## config.mk

```make
export PLATFORM = sky130hd
export DESIGN_NAME = mbus_responder
export DESIGN_NICKNAME = d
export VERILOG_FILES = /design/src/rtl/mbus_responder_pkg.sv /design/src/rtl/mbus_wait_cnt.sv /design/src/rtl/mbus_responder.sv
export SDC_FILE = /design/constraint.sdc
export NUM_CORES = 1
export LEC_CHECK = 0
export ABC_AREA = 1
export BUFFER_PORTS_ARGS = -buffer_cell sky130_fd_sc_hd__buf_2
export CAP_MARGIN = 40
export CORE_ASPECT_RATIO = 0.6
export CORE_MARGIN = 2
export CORE_UTILIZATION = 44
export CTS_CLUSTER_SIZE = 14
export DETAILED_ROUTE_END_ITERATION = 10
export HOLD_SLACK_MARGIN = 0.05
export PLACE_DENSITY = 0.69
export SLEW_MARGIN = 25
export SYNTH_ARGS = -nofsm -noshare
export SYNTH_HDL_FRONTEND = slang
export SYNTH_HIERARCHICAL = 1
export SYNTH_SLANG_ARGS = --single-unit
```

## constraint.sdc

```tcl
create_clock -name CLK -period 4.17 [get_ports CLK]
set_clock_uncertainty 0.1 [all_clocks]
set_input_delay 0.6255 -clock CLK [delete_from_list [all_inputs] [get_ports CLK]]
set_output_delay 0.6255 -clock CLK [all_outputs]
set_load 0.02 [all_outputs]
```

## src/rtl/mbus_responder_pkg.sv

```systemverilog
`default_nettype none
// ============================================================================
//  Module      : mbus_responder_pkg
//  Description : Shared definitions for the M_BUS memory responder: state
//                encoding, default bus widths and wait-state limits.
//  Revision    : 1.0 - initial release
// ============================================================================
package mbus_responder_pkg;

    // Default bus widths
    localparam int c_DATA_W   = 16;
    localparam int c_ADDR_W   = 16;

    // Wait-state limits; the counter is wide enough for the maximum
    localparam int c_WAIT_MAX = 15;
    localparam int c_CNT_W    = 4;

    // State encoding shared with the controller
    localparam logic [1:0] c_ST_IDLE   = 2'd0;
    localparam logic [1:0] c_ST_ACCESS = 2'd1;
    localparam logic [1:0] c_ST_WAIT   = 2'd2;
    localparam logic [1:0] c_ST_RESP   = 2'd3;

    typedef enum logic [1:0] {
        IDLE   = c_ST_IDLE,
        ACCESS = c_ST_ACCESS,
        WAIT   = c_ST_WAIT,
        RESP   = c_ST_RESP
    } state_t;

endpackage
`default_nettype wire

```

## src/rtl/mbus_wait_cnt.sv

```systemverilog
`default_nettype none
// ============================================================================
//  Module      : mbus_wait_cnt
//  Description : Loadable down-counter with zero flag used to time memory
//                wait states. Load has priority over decrement; the count
//                stops at zero.
//  Revision    : 1.0 - initial release
// ============================================================================
module mbus_wait_cnt
    import mbus_responder_pkg::*;
#(
    parameter int WIDTH = c_CNT_W
) (
    input  logic             CLK,
    input  logic             CLR,
    input  logic             i_load,
    input  logic             i_dec,
    input  logic [WIDTH-1:0] i_load_val,
    output logic             o_zero
);

    logic [WIDTH-1:0] r_count;

    // Count register: load wins, otherwise decrement down to zero
    always_ff @(posedge CLK or negedge CLR) begin
        if (!CLR) begin
            r_count <= '0;
        end else if (i_load) begin
            r_count <= i_load_val;
        end else if (i_dec && (r_count != '0)) begin
            r_count <= r_count - 1'b1;
        end
    end

    assign o_zero = (r_count == '0);

endmodule
`default_nettype wire

```

## src/rtl/mbus_responder.sv

```systemverilog
`default_nettype none
// ============================================================================
//  Module      : mbus_responder
//  Description : Memory-side driver of the controller M_BUS. Accepts single
//                read/write requests, sequences memory strobes with a
//                programmable number of wait states and returns read data on
//                M_BUS together with the MIS load strobe. All outputs are
//                registered.
//  Revision    : 1.0 - initial release
// ============================================================================
module mbus_responder
    import mbus_responder_pkg::*;
#(
    parameter int DATA_W      = c_DATA_W,
    parameter int ADDR_W      = c_ADDR_W,
    parameter int WAIT_CYCLES = 1
) (
    input  logic              CLK,
    input  logic              CLR,
    input  logic              REQ,
    input  logic              WE,
    input  logic [ADDR_W-1:0] ADDR,
    input  logic [DATA_W-1:0] WDATA,
    input  logic [DATA_W-1:0] MEM_RDATA,
    output logic [ADDR_W-1:0] MEM_ADDR,
    output logic [DATA_W-1:0] MEM_WDATA,
    output logic              MEM_RE,
    output logic              MEM_WE,
    output logic [DATA_W-1:0] M_BUS,
    output logic              MIS,
    output logic              DONE,
    output logic              BUSY
);

    // Reject illegal wait-state settings at elaboration
    if ((WAIT_CYCLES < 0) || (WAIT_CYCLES > c_WAIT_MAX)) begin : g_wait_range_err
        $error("mbus_responder: WAIT_CYCLES out of range 0..15");
    end

    // Counter is loaded with WAIT_CYCLES-1 so WAIT lasts WAIT_CYCLES cycles
    localparam int               c_WAIT_LOAD_I = (WAIT_CYCLES > 0) ? (WAIT_CYCLES - 1) : 0;
    localparam logic [c_CNT_W-1:0] c_WAIT_LOAD = c_WAIT_LOAD_I[c_CNT_W-1:0];

    state_t            r_state;
    state_t            w_state_next;

    // Request latches
    logic              r_we;
    logic [ADDR_W-1:0] r_addr;
    logic [DATA_W-1:0] r_wdata;

    // Wait counter handshake
    logic              w_cnt_load;
    logic              w_cnt_dec;
    logic              w_cnt_zero;

    // Request view for the access cycle: live inputs on the accepting edge
    logic              w_acc_we;
    logic [ADDR_W-1:0] w_acc_addr;
    logic [DATA_W-1:0] w_acc_wdata;

    // Next values of the output registers
    logic [ADDR_W-1:0] w_mem_addr;
    logic [DATA_W-1:0] w_mem_wdata;
    logic              w_mem_re;
    logic              w_mem_we;
    logic [DATA_W-1:0] w_m_bus;
    logic              w_mis;
    logic              w_done;
    logic              w_busy;

    assign w_cnt_load = (r_state == ACCESS);
    assign w_cnt_dec  = (r_state == WAIT);

    mbus_wait_cnt #(
        .WIDTH (c_CNT_W)
    ) u_wait_cnt (
        .CLK        (CLK),
        .CLR        (CLR),
        .i_load     (w_cnt_load),
        .i_dec      (w_cnt_dec),
        .i_load_val (c_WAIT_LOAD),
        .o_zero     (w_cnt_zero)
    );

    // State register
    always_ff @(posedge CLK or negedge CLR) begin
        if (!CLR) begin
            r_state <= IDLE;
        end else begin
            r_state <= w_state_next;
        end
    end

    // Next-state logic: one access, optional wait, one response, back to idle
    always_comb begin
        w_state_next = r_state;
        unique case (r_state)
            IDLE:    if (REQ) w_state_next = ACCESS;
            ACCESS:  w_state_next = (WAIT_CYCLES > 0) ? WAIT : RESP;
            WAIT:    if (w_cnt_zero) w_state_next = RESP;
            RESP:    w_state_next = IDLE;
            default: w_state_next = IDLE;
        endcase
    end

    // Latch the request on the accepting edge only; later input changes are ignored
    always_ff @(posedge CLK or negedge CLR) begin
        if (!CLR) begin
            r_we    <= 1'b0;
            r_addr  <= '0;
            r_wdata <= '0;
        end else if ((r_state == IDLE) && REQ) begin
            r_we    <= WE;
            r_addr  <= ADDR;
            r_wdata <= WDATA;
        end
    end

    assign w_acc_we    = (r_state == IDLE) ? WE    : r_we;
    assign w_acc_addr  = (r_state == IDLE) ? ADDR  : r_addr;
    assign w_acc_wdata = (r_state == IDLE) ? WDATA : r_wdata;

    // Output decode for the state being entered, so outputs can be registered
    always_comb begin
        w_mem_addr  = '0;
        w_mem_wdata = '0;
        w_mem_re    = 1'b0;
        w_mem_we    = 1'b0;
        w_m_bus     = '0;
        w_mis       = 1'b0;
        w_done      = 1'b0;
        w_busy      = (w_state_next != IDLE);
        unique case (w_state_next)
            ACCESS: begin
                w_mem_addr  = w_acc_addr;
                w_mem_re    = ~w_acc_we;
                w_mem_we    = w_acc_we;
                w_mem_wdata = w_acc_we ? w_acc_wdata : '0;
            end
            WAIT: begin
                w_mem_addr  = r_addr;
                w_mem_re    = ~r_we;
            end
            RESP: begin
                w_done      = 1'b1;
                w_mis       = ~r_we;
                w_m_bus     = r_we ? '0 : MEM_RDATA;
            end
            default: begin
            end
        endcase
    end

    // Output registers; read data is captured on the edge entering RESP
    always_ff @(posedge CLK or negedge CLR) begin
        if (!CLR) begin
            MEM_ADDR  <= '0;
            MEM_WDATA <= '0;
            MEM_RE    <= 1'b0;
            MEM_WE    <= 1'b0;
            M_BUS     <= '0;
            MIS       <= 1'b0;
            DONE      <= 1'b0;
            BUSY      <= 1'b0;
        end else begin
            MEM_ADDR  <= w_mem_addr;
            MEM_WDATA <= w_mem_wdata;
            MEM_RE    <= w_mem_re;
            MEM_WE    <= w_mem_we;
            M_BUS     <= w_m_bus;
            MIS       <= w_mis;
            DONE      <= w_done;
            BUSY      <= w_busy;
        end
    end

endmodule
`default_nettype wire
```

==> flow_metrics.py <==
metrics = {
    "status": {
        "status": "finished, final reports clean",
    },
    "synthesis": {
        "synth_compound_area_share_pct": 7.60,
        "synth_top_family_by_area": "simple AND/OR/NAND/NOR gates",
        "synth-simple-area-share_pct": 22.6,
        "yosys.area_share.adder_pct": 2.50,
        "yosysTopAreaCell": "dfrtp_1",
        "synth_top_area_share_pct": 57.5,
        "yosysSeqAreaShare_pct": 57.5,
        "synth.mux.area_fraction_pct": 0,
        "synthesis.area_um2": 4000,
        "syn_area_per_cell_um2": 8.66,
        "synth-seq-cells": 92,
        "synth_warnings": 6,
        "synthTopCellsByArea": "dfrtp_1 (58%), nand2_1 (14%), inv_1 (5.7%)",
        "synth.distinct_cells": 21,
        "synth_xor_xnor_area_share_pct": 0,
        "netlist_instances": 462,
    },
    "cells_and_area": {
        "drive_gt1_share_pct": 25.5,
        "final_common_cell": "nand2_1",
        "antenna_cells": 0,
        "fill_cells": 782,
        "ff_latch_area_um2": 2300,
        "multi_input_area_um2": 1330,
        "fin_nets": 620,
        "final_cell_mix": "nand2_1 (153), buf_2 (103), dfrtp_1 (92)",
        "syn_to_final_growth_pct": 23.8,
        "final_area_um2": 4950,
        "stdcell_count": 677,
    },
    "timing": {
        "tns_ps": 0,
        "setup_slack_ps": 1010,
        "tightest_slew_ps": 740,
        "fin_crit_ps": 3160,
        "fin_crit_sh_pct": 75.9,
        "hold_viol": 0,
        "fmax_ghz": 0.316,
        "maxSlewViolCount": 0,
        "relSlewSlack_pct": 50.7,
        "grt_setup_unrepaired": "no",
        "setup_viol": 0,
    },
    "worst_setup_path": {
        "path_max_fanout": 29,
        "startpoint": "r_state[0]$_DFF_PN0_",
        "reg2reg_from": "r_state[0]$_DFF_PN0_",
        "end_kind": "flop",
        "path_class": "reg -> reg",
        "critPathLaunchType": "flop",
        "cp.required_ps": 4330,
        "critPathArrivalTime_ps": 3320,
    },
    "place": {
        "port_buffers": 104,
        "routabilityCongestion": 0.793,
        "place_inst": 660,
        "hpwl_um": 5920,
        "place_ws_ps": 998,
        "place_area_um2": 4580,
    },
    "power_and_ir_drop": {
        "peakVddDrop_v": 0.000312,
        "total_leakage_power_nw": 2.84,
        "p_per_area_nw_per_um2": 769,
    },
    "flow_run": {
        "drv_cap": 0,
    },
    "worst_hold_path": {
        "hold_class": "in -> async",
    },
    "drt": {
        "drtIter0Drc": 163,
        "wl_um": 8720,
        "ant_nets": 0,
        "first_pass_iters": 5,
        "via_per_inst": 4.69,
        "route.detailed.drc": 0,
        "num_vias": 3176,
        "wire_per_inst_um": 12.9,
    },
    "clock_tree": {
        "hold_buffers": 0,
        "cts_resized": 0,
        "clock_path_buffers": 2,
        "post-cts-setup-buffer-count": 0,
        "cts_sinks": 92,
        "clk_pin_slew_worst_paths_ps": 60,
        "htree_levels": 3,
        "cts_made_buffers": 9,
        "cts_tree": "done",
        "worstSkewPairLatency_ps": 340,
        "cts-root-buf": "clkbuf_16",
    },
    "floorplanning": {
        "initial_utilization_pct": 46.1,
        "die_y_um": 77.9,
        "die_w_um": 127,
        "row_count": 26,
        "core_um2": 8690,
        "io_pins": 105,
        "dieArea_um2": 9900,
    },
    "global_routing": {
        "grt_antenna_before_repair": 0,
        "grt-ovfl-total": 0,
        "grt.total_usage_pct": 18.7,
        "grt_pass1_wl_um": 14500,
        "first_global_vias": 3087,
        "grt_max_degree": 51,
    },
}
## worst paths after layout
path,endpoint,slack (ps),depth (start not counted)
min,M_BUS[0]$_DFF_PN0_,80,1
max in group asynchronous,MEM_ADDR[3]$_DFF_PN0_,3270,2
min reg2reg,r_wdata[6]$_DFFE_PN0P_,370,2
min in group CLK,r_wdata[6]$_DFFE_PN0P_,370,2
max,MEM_WDATA[1]$_DFF_PN0_,1010,8
max reg2reg,MEM_WDATA[1]$_DFF_PN0_,1010,8
## layer usage
layer	part of all wire [%]	global-route usage [%]
met2	43	27.7
met5	0	0
met4	1.2	6.15
met3	8.6	6.41
met1	47	25.8
## cells in the mapped netlist (all sizes together)
| cell type | count |
|---|---|
| inv | 63 |
| a21oi | 34 |
| clkinv | 1 |
| nand3 | 36 |
| ha | 8 |
| conb | 1 |
| buf | 22 |
| nor2 | 21 |
| nand3b | 2 |
| dfrtp | 92 |
| o21ai | 20 |
| nand2 | 160 |
| clkbuf | 2 |
## final cells by class
class	count	share of cell area, %
Clock buffer	9	4.55
Clock inverter	7	2.47
Inverter	64	4.95
Multi-Input combinational cell	285	26.8
Sequential cell	92	46.5
Tap cell	112	2.83
Timing Repair Buffer	108	12.0
## cells by family after synthesis
group | Yosys count
AO/OA/AOI/OAI | 54
AND/OR/NAND/NOR | 219
flip-flops | 92
buffers and inverters | 88
other | 1
adder cells (fa/ha/maj) | 8
## where the power goes
| group | switching (W) | leakage [nW] | internal (W) | total (W) |
|---|---|---|---|---|
| combinational | 0.00105 | 1.47 | 0.000487 | 0.00154 |
| sequential | 0.000149 | 1.21 | 0.00118 | 0.00133 |
| clock | 0.000346 | 0.163 | 0.000589 | 0.000936 |
## sequential cells by signal, indices dropped and copies added, names as in the netlist, 2 cells and up
signal              cells
MEM_ADDR               16
MEM_WDATA              16
M_BUS                  16
r_addr                 16
r_wdata                16
u_wait_cnt/r_count      4
r_state                 2
## critical path, cell delays in order, from the launching register on
cell,delay [ps]
dfrtp_1,410
inv_1,100
ha_2,500
buf_4,390
o21ai_0,130
o21ai_0,200
ha_1,720
nand2_4,300
a21oi_1,220
## stage by stage
| step | hold slack (ps) | util [%] | total power (W) |
|---|---|---|---|
| after floorplan | 230 | - | 0.00251 |
| after global placement | 355 | 52.4 | 0.00281 |
| after detailed placement | 359 | 52.7 | 0.00288 |
| after CTS | 75.9 | 56.7 | 0.00383 |
| after global routing | 87.8 | 57.0 | 0.00412 |
| final | 78.7 | 57.0 | 0.00381 |
Note: power is estimated with default switching activity, not from simulation.
